==> src/rtl/spi_target.sv <==
// spi_target: SPI mode-0 target with RX FIFO and TX holding register; define SPI_TARGET_ECHO_EN to echo the last received byte on TX underflow
module spi_target #(
  parameter int RxFifoDepth = 4,
  parameter int SyncStages = 2
) (
  input  logic       clk_sys_i,
  input  logic       rst_sys_ni,
  input  logic       spi_sck_i,
  input  logic       spi_cs_ni,
  input  logic       spi_rx_i,
  output logic       spi_tx_o,
  output logic [7:0] rx_data_o,
  output logic       rx_valid_o,
  input  logic       rx_ready_i,
  input  logic [7:0] tx_data_i,
  input  logic       tx_valid_i,
  output logic       tx_ready_o,
  output logic       rx_overflow_o,
  output logic       tx_underflow_o
);
  localparam int AW = $clog2(RxFifoDepth);
  localparam logic IDLE = 1'b0;
  localparam logic ACTIVE = 1'b1;

  logic [SyncStages-1:0][2:0] sy;
  logic sck_s, cs_s, mosi_s, sck_d, cs_d;
  logic sck_rise, sck_fall, cs_fall, cs_rise;
  logic state, byte_done, push_req, tx_load, tx_shift_en, bit_en;
  logic [2:0] cnt;
  logic [7:0] rx_shift, tx_shift, hold, uf_byte;
  logic hold_full;
  logic [7:0] mem [RxFifoDepth];
  logic [AW-1:0] wr_ptr, rd_ptr;
  logic [AW:0] count;
  logic full, push, pop;

  assign {mosi_s, cs_s, sck_s} = sy[SyncStages-1];
  assign sck_rise = sck_s & ~sck_d;
  assign sck_fall = ~sck_s & sck_d;
  assign cs_fall = ~cs_s & cs_d;
  assign cs_rise = cs_s & ~cs_d;

  always_ff @(posedge clk_sys_i or negedge rst_sys_ni)
    if (!rst_sys_ni) begin
      for (int i = 0; i < SyncStages; i++) sy[i] <= 3'b010;
      sck_d <= 1'b0;
      cs_d <= 1'b1;
    end else begin
      sy[0] <= {spi_rx_i, spi_cs_ni, spi_sck_i};
      for (int i = 1; i < SyncStages; i++) sy[i] <= sy[i-1];
      sck_d <= sck_s;
      cs_d <= cs_s;
    end

  // a CS rise takes priority over any SCK edge seen in the same cycle
  assign bit_en = (state == ACTIVE) & ~cs_rise & sck_rise;
  assign tx_load = (state == IDLE) ? cs_fall : ~cs_rise & sck_fall & byte_done;
  assign tx_shift_en = (state == ACTIVE) & ~cs_rise & sck_fall & ~byte_done;

  always_ff @(posedge clk_sys_i or negedge rst_sys_ni)
    if (!rst_sys_ni) begin
      state <= IDLE;
      cnt <= 3'd0;
      rx_shift <= 8'h00;
      byte_done <= 1'b0;
      push_req <= 1'b0;
    end else begin
      push_req <= bit_en & (cnt == 3'd7);
      if (state == IDLE) begin
        if (cs_fall) begin
          state <= ACTIVE;
          cnt <= 3'd0;
          byte_done <= 1'b0;
        end
      end else if (cs_rise) begin
        state <= IDLE;
        cnt <= 3'd0;
        byte_done <= 1'b0;
      end else if (sck_rise) begin
        rx_shift <= {rx_shift[6:0], mosi_s};
        cnt <= cnt + 3'd1;
        if (cnt == 3'd7) byte_done <= 1'b1;
      end else if (sck_fall) begin
        byte_done <= 1'b0;
      end
    end

  always_ff @(posedge clk_sys_i or negedge rst_sys_ni)
    if (!rst_sys_ni) begin
      tx_shift <= 8'h00;
      hold <= 8'h00;
      hold_full <= 1'b0;
      tx_underflow_o <= 1'b0;
    end else begin
      tx_underflow_o <= tx_load & ~hold_full;
      if (tx_load) tx_shift <= hold_full ? hold : uf_byte;
      else if (tx_shift_en) tx_shift <= {tx_shift[6:0], 1'b0};
      if (tx_valid_i & ~hold_full) begin
        hold <= tx_data_i;
        hold_full <= 1'b1;
      end else if (tx_load) begin
        hold_full <= 1'b0;
      end
    end

  assign tx_ready_o = ~hold_full;
  assign spi_tx_o = (state == ACTIVE) ? tx_shift[7] : 1'b1;

  // rx_shift still holds the completed byte in the cycle after the 8th rise
  assign full = count == (AW+1)'(RxFifoDepth);
  assign pop = rx_valid_o & rx_ready_i;
  assign push = push_req & (~full | pop);

  always_ff @(posedge clk_sys_i or negedge rst_sys_ni)
    if (!rst_sys_ni) begin
      wr_ptr <= '0;
      rd_ptr <= '0;
      count <= '0;
      rx_overflow_o <= 1'b0;
    end else begin
      rx_overflow_o <= push_req & full & ~pop;
      if (push) wr_ptr <= wr_ptr + 1'b1;
      if (pop) rd_ptr <= rd_ptr + 1'b1;
      count <= count + (AW+1)'(push) - (AW+1)'(pop);
    end

  always_ff @(posedge clk_sys_i)
    if (push) mem[wr_ptr] <= rx_shift;

  assign rx_valid_o = count != '0;
  assign rx_data_o = rx_valid_o ? mem[rd_ptr] : 8'h00;

`ifdef SPI_TARGET_ECHO_EN
  logic [7:0] last_rx;
  always_ff @(posedge clk_sys_i or negedge rst_sys_ni)
    if (!rst_sys_ni) last_rx <= 8'h00;
    else if (push) last_rx <= rx_shift;
  assign uf_byte = last_rx;
`else
  assign uf_byte = 8'hFF;
`endif
endmodule
==> config.mk <==
export PLATFORM = sky130hd
export DESIGN_NAME = spi_target
export DESIGN_NICKNAME = d
export VERILOG_FILES = /design/src/rtl/spi_target.sv
export SDC_FILE = /design/constraint.sdc
export NUM_CORES = 1
export LEC_CHECK = 0
export BUFFER_PORTS_ARGS = -buffer_cell sky130_fd_sc_hd__buf_2
export CELL_PAD_IN_SITES_DETAIL_PLACEMENT = 1
export CELL_PAD_IN_SITES_GLOBAL_PLACEMENT = 1
export CORE_AREA = 2 2 83 85
export CTS_CLUSTER_DIAMETER = 150
export DETAILED_ROUTE_END_ITERATION = 6
export DIE_AREA = 0 0 85 87
export PLACE_DENSITY_LB_ADDON = 0.1
export SLEW_MARGIN = 20
export SYNTH_ARGS = -nofsm -noshare
export SYNTH_HDL_FRONTEND = slang
export SYNTH_SLANG_ARGS = --single-unit
==> constraint.sdc <==
create_clock -name clk_sys_i -period 4.6 [get_ports clk_sys_i]
set_input_delay 0 -clock clk_sys_i [delete_from_list [all_inputs] [get_ports clk_sys_i]]
set_output_delay 0 -clock clk_sys_i [all_outputs]
set_load 0.02 [all_outputs]
---- After elaboration in Yosys (flattened, before gate mapping) ----
Memory sizes are Yosys's and may differ from the RTL's.
Index checks and enable logic that the tools add are counted.
cells by class
  $add $sub $neg .......................... 5
  equal/unequal tests ..................... 5
  muxes and demuxes ....................... 23
  bitwise logic cells ..................... 27
  reductions and logical operators ........ 7
operators with widths
  kind                   number
  $mux W8                4
  $and A1 B1 Y1          17
  $mux W1                15
  $mux W3                4
  $not A1 Y1             9
  $eq A3 B3 Y1 const B   2
  $reduce_and A3 Y1      2
  $reduce_bool A2 Y1     3
  $add A2 B1 Y2 const B  2
  $ne A4 B3 Y1 const B   1
  $ne A4 B4 Y1 const B   1
  $add A3 B1 Y3          1
  $add A3 B1 Y3 const B  1
  $ne A3 B3 Y1 const B   1
  $reduce_bool A3 Y1     1
  $sub A3 B1 Y3          1
  $reduce_and A2 Y1      1
  $or A1 B1 Y1           1
word-level totals
  flip-flop bits (word level) ............. 48
  bits in writable memories ............... 32
  bits of input ports ..................... 15
  output and inout bits ................... 13
  word-level logic and storage cells ...... 85
  memories kept ........................... 1
memory list
  memory  words  width  rd ports  clocked after Yosys merged registers in  write ports  RTL line  text
  mem     4      8      1         0                                        1            32        logic [7:0] mem [RxFifoDepth];

---- Logic depth before layout (Yosys ltp) ----
  word-level depth ........................ 8
  depth in mapped cells ................... 11
  gate-level depth less buffers ........... 10

---- Worst setup path after synthesis ----
OpenSTA, ideal clock, no wires.
  path kind ............................... flip-flop to flip-flop
  start point ............................. register count[1]
  end point ............................... register count[2]
  setup time .............................. 0.123 ns
  arrival time ............................ 2.316 ns
  required time ........................... 4.477 ns
  setup slack ............................. 2.161 ns
  stages on the path, launching flop included .. 11
  path buffers ............................ 1
  clock period less this slack ............ 2.439 ns
  cell sequence ........................... dfrtp_1 or3_1 clkbuf_1 and2_1 ha_1 inv_1 ha_1 inv_1 fa_1 xnor2_1 xnor2_1
on the way
  cells in the longest elaborated chain, start to end .. 6
  elaborated cells on any way between the ends .. 8
  classes of those cells .................. 2 x add/sub; 1 x eq/ne; 4 x bitwise; 1 x reduce/logical
ends and longest elaborated chain
  element                 RTL line  text
  from (decl)             34        logic [AW:0] count;
  from (signal assigned)  124       count <= count + (AW+1)'(push) - (AW+1)'(pop);
  $reduce_bool A3 Y1 *    130       assign rx_valid_o = count != '0;
  net rx_valid_o          13        output logic rx_valid_o,
  $and A1 B1 Y1 *         111       assign pop = rx_valid_o & rx_ready_i;
  net pop                 35        logic full, push, pop;
  $or A1 B1 Y1            112       assign push = push_req & (~full | pop);
  $and A1 B1 Y1           112
  $add A3 B1 Y3           124
  $sub A3 B1 Y3 *         124
The timed path passes the listed nets; every way through them passes the cells marked *.
A chain may end at the register's enable or synchronous reset.

---- Worst setup path in the final report ----
  start point ............................. register count[1]
  end point ............................... register count[2]
on the way
  cells in the longest elaborated chain, start to end .. 6
  elaborated cells on any way between the ends .. 8
  classes of those cells .................. 2 x add/sub; 1 x eq/ne; 4 x bitwise; 1 x reduce/logical
ends and longest elaborated chain
  element               RTL line
  $reduce_bool A3 Y1 *  130
  $and A1 B1 Y1 *       111
  net pop               35
  $or A1 B1 Y1          112
  $and A1 B1 Y1         112
  $add A3 B1 Y3         124
  $sub A3 B1 Y3 *       124
Marks and branches as above.

==> results.tsv <==
metric	value	unit
cp.arrival	2780	ps
netlist_area	3340	um^2
synth_top_area_share	33.7	%
avgSynthCellArea	15.4	um^2
area_growth	17.3	%
layout_commonest_cell	dfrtp_1	
ys.warnings.count	0	
viasPerCell	5.17	
cp_slowest_cell	or3_1	
fin_util	59.7	%
die_height	87	um
htreeDepth	3	
finish.instance_area	3920	um^2
drc_errors	0	
r2r_start	count[1]	
numCtsBuffers	9	
synth.area.top_cells	dfrtp_1 34%, edfxtp_1 29%, mux2_2 7.7%, mux4_2 5.4%, ha_1 3.7%	
crit_start	count[1]	
ctsHoldBuffers	14	
synth-seq-cells	80	
finalHoldViolations	0	
wire_per_inst	16.3	um
worst_slack	2090	ps
portBuffers	27	
place_area	3550	um^2
ctsLongestPathBuffers	2	
p_sw	0.586	mW
whs	214	ps
intPower	1.51	mW
powerDensity	533	nW/um^2
clock_latency	350	ps
cts_resized	0	
fmax	398	MHz
hp-class	in -> async	
power.total	2.09	mW
vias	1789	
cts_tree	done	
outcome	finished clean	
start_kind	flip-flop	
cp.required	4870	ps
vdd_ir_drop_max	0.000324	V
clock_sinks	80	
cp.buffers_inverters	2	
slew_violations	0	
core	6570	um^2
drv_cap	0	
layout.cells.non_filler	346	
synth-main-ff-cell	dfrtp_1	
grt_pass1_wl	9740	um
cts-root-buf	clkbuf_8	
num_io_pins	28	
path_class	reg -> reg	
clkSlewWorstSetupHoldPaths	80	ps
antenna_found_initial	0	
dp_hpwl	3790	um
post_cts_buffers	0	
fin_nets	287	
crit_fanout	10	
diodes	0	
final_layout_size_suffix_gt1_share	29.7	%
finalSetupViolations	0	
min_period_over_period	54.7	%
ys_seq_area_share	64.8	%
routed_wl	5640	um
grt-ovfl-total	0	
p_comb_share	22.3	%
synth_edf_count	32	
layout_common_cells	45 x dfrtp_1, 32 x edfxtp_1, 26 x buf_2	
synthCells	217	
grt_max_degree	49	
rows	30	
syn_nets	243	
start_util	50.9	%
async_flop_share	60.0	%
dp_slack	2080	ps
drt-pass1-iter-count	4	
grt_pass1_vias	1925	
grt_usage	17.8	%
dr.first_iter.drc_count	84	
gp_congestion	0.666	
path_delay_family	adder cells	
die_area	7400	um^2
switching_share	28.0	%
power_frac_seq	48.5	%
worst_pin_slew	782	ps
final_antenna_net_count	0	
rsz0062_at_grt	false	
leakagePower	1.69	nW
max_stage_delay	490	ps
clkPwrFrac	29.2	%
dp_cells	316	
clock_skew	6.81	ps
period_needed	2510	ps
die_w	85	um
path_cells	or3_1 -> and2_1 -> ha_1 -> inv_1 -> ha_1 -> inv_1 -> fa_1 -> xnor2_1 -> xnor2_1	
synth_top_area_cell	dfrtp_1	
synth.distinct_cells	33	
setup_tns	0	ps
slew_headroom	47.8	%
worst_setup_path_end_kind	flip-flop	
[area by class of cell]
cell class	count	area [um^2]
fill	628	2650
tap	80	100
clock buffer	10	128
inverter	13	48.8
timing repair buffer	41	278
clock inverter	6	108
multi-input combinational	116	1100
sequential	80	2170
[worst register-to-register path, stage by stage, from the launching register on]
cell and delay, ps:
dfrtp_1 440, or3_1 490, and2_1 250, ha_1 270, inv_1 50, ha_1 120
inv_1 50, fa_1 380, xnor2_1 210, xnor2_1 160
[routing by layer]
metal | part of all wire [%] | GRT usage, %
met2 | 51 | 30.4
met5 | 0 | 0
met1 | 44 | 21.2
met4 | 2.1 | 8.23
met3 | 3.3 | 4.64
[cells by family after synthesis]
family,share of synthesized area (%)
AOI/OAI and AO/OA,3.37
and+or+nand+nor,7.97
muxes,15.5
DFF,64.8
adders and majority gates,4.64
xor gates and xnor gates,1.31
buffers and inverters,2.47
[path summary, 6_finish.rpt]
kind                                to  slack (ps)  cells past startpoint
max                           count[2]        2090                      9
min reg2reg                       cs_s         360                      0
max in group asynchronous       cnt[0]        3980                      2
min in group clk_sys_i           sy[0]         290                      2
max reg2reg                   count[2]        2090                      9
min                        tx_shift[3]         210                      2
[power by group through the flow]
stage,registers [mW],logic [mW],clock network [mW]
final,1.02,0.466,0.610
after global routing,1.04,0.515,0.647
after CTS,1.02,0.474,0.621
after detailed placement,1.04,0.463,0
after global placement,1.03,0.446,0
after floorplan,0.956,0.395,0
[synthesized netlist by cell type (3+ instances only)]
| cell | count |
|---|---|
| dfrtp_1 | 45 |
| edfxtp_1 | 32 |
| mux2_2 | 23 |
| and2_1 | 15 |
| inv_1 | 13 |
| ha_1 | 10 |
| mux4_2 | 8 |
| mux2_1 | 7 |
| nand2_1 | 7 |
| clkbuf_1 | 5 |
| nor2_1 | 5 |
| o21ai_0 | 5 |
| or2b_1 | 5 |
| a21oi_1 | 4 |
| nand2b_1 | 4 |
| xnor2_1 | 4 |
| a211oi_1 | 3 |
| buf_2 | 3 |
| dfstp_2 | 3 |
[sequential cells by signal, summed over array words and instances (netlist names)]
signal	flops
tx_shift	8
sy	3
cs_s	1
mem	32
sck_d	1
hold	8
count	3
cnt	3
state	1
byte_done	1
cs_d	1
tx_underflow_o	1
wr_ptr	2
mosi_s	1
rx_shift	8
rx_overflow_o	1
sck_s	1
push_req	1
hold_full	1
rd_ptr	2
Note: power is estimated with default switching activity, not from simulation.
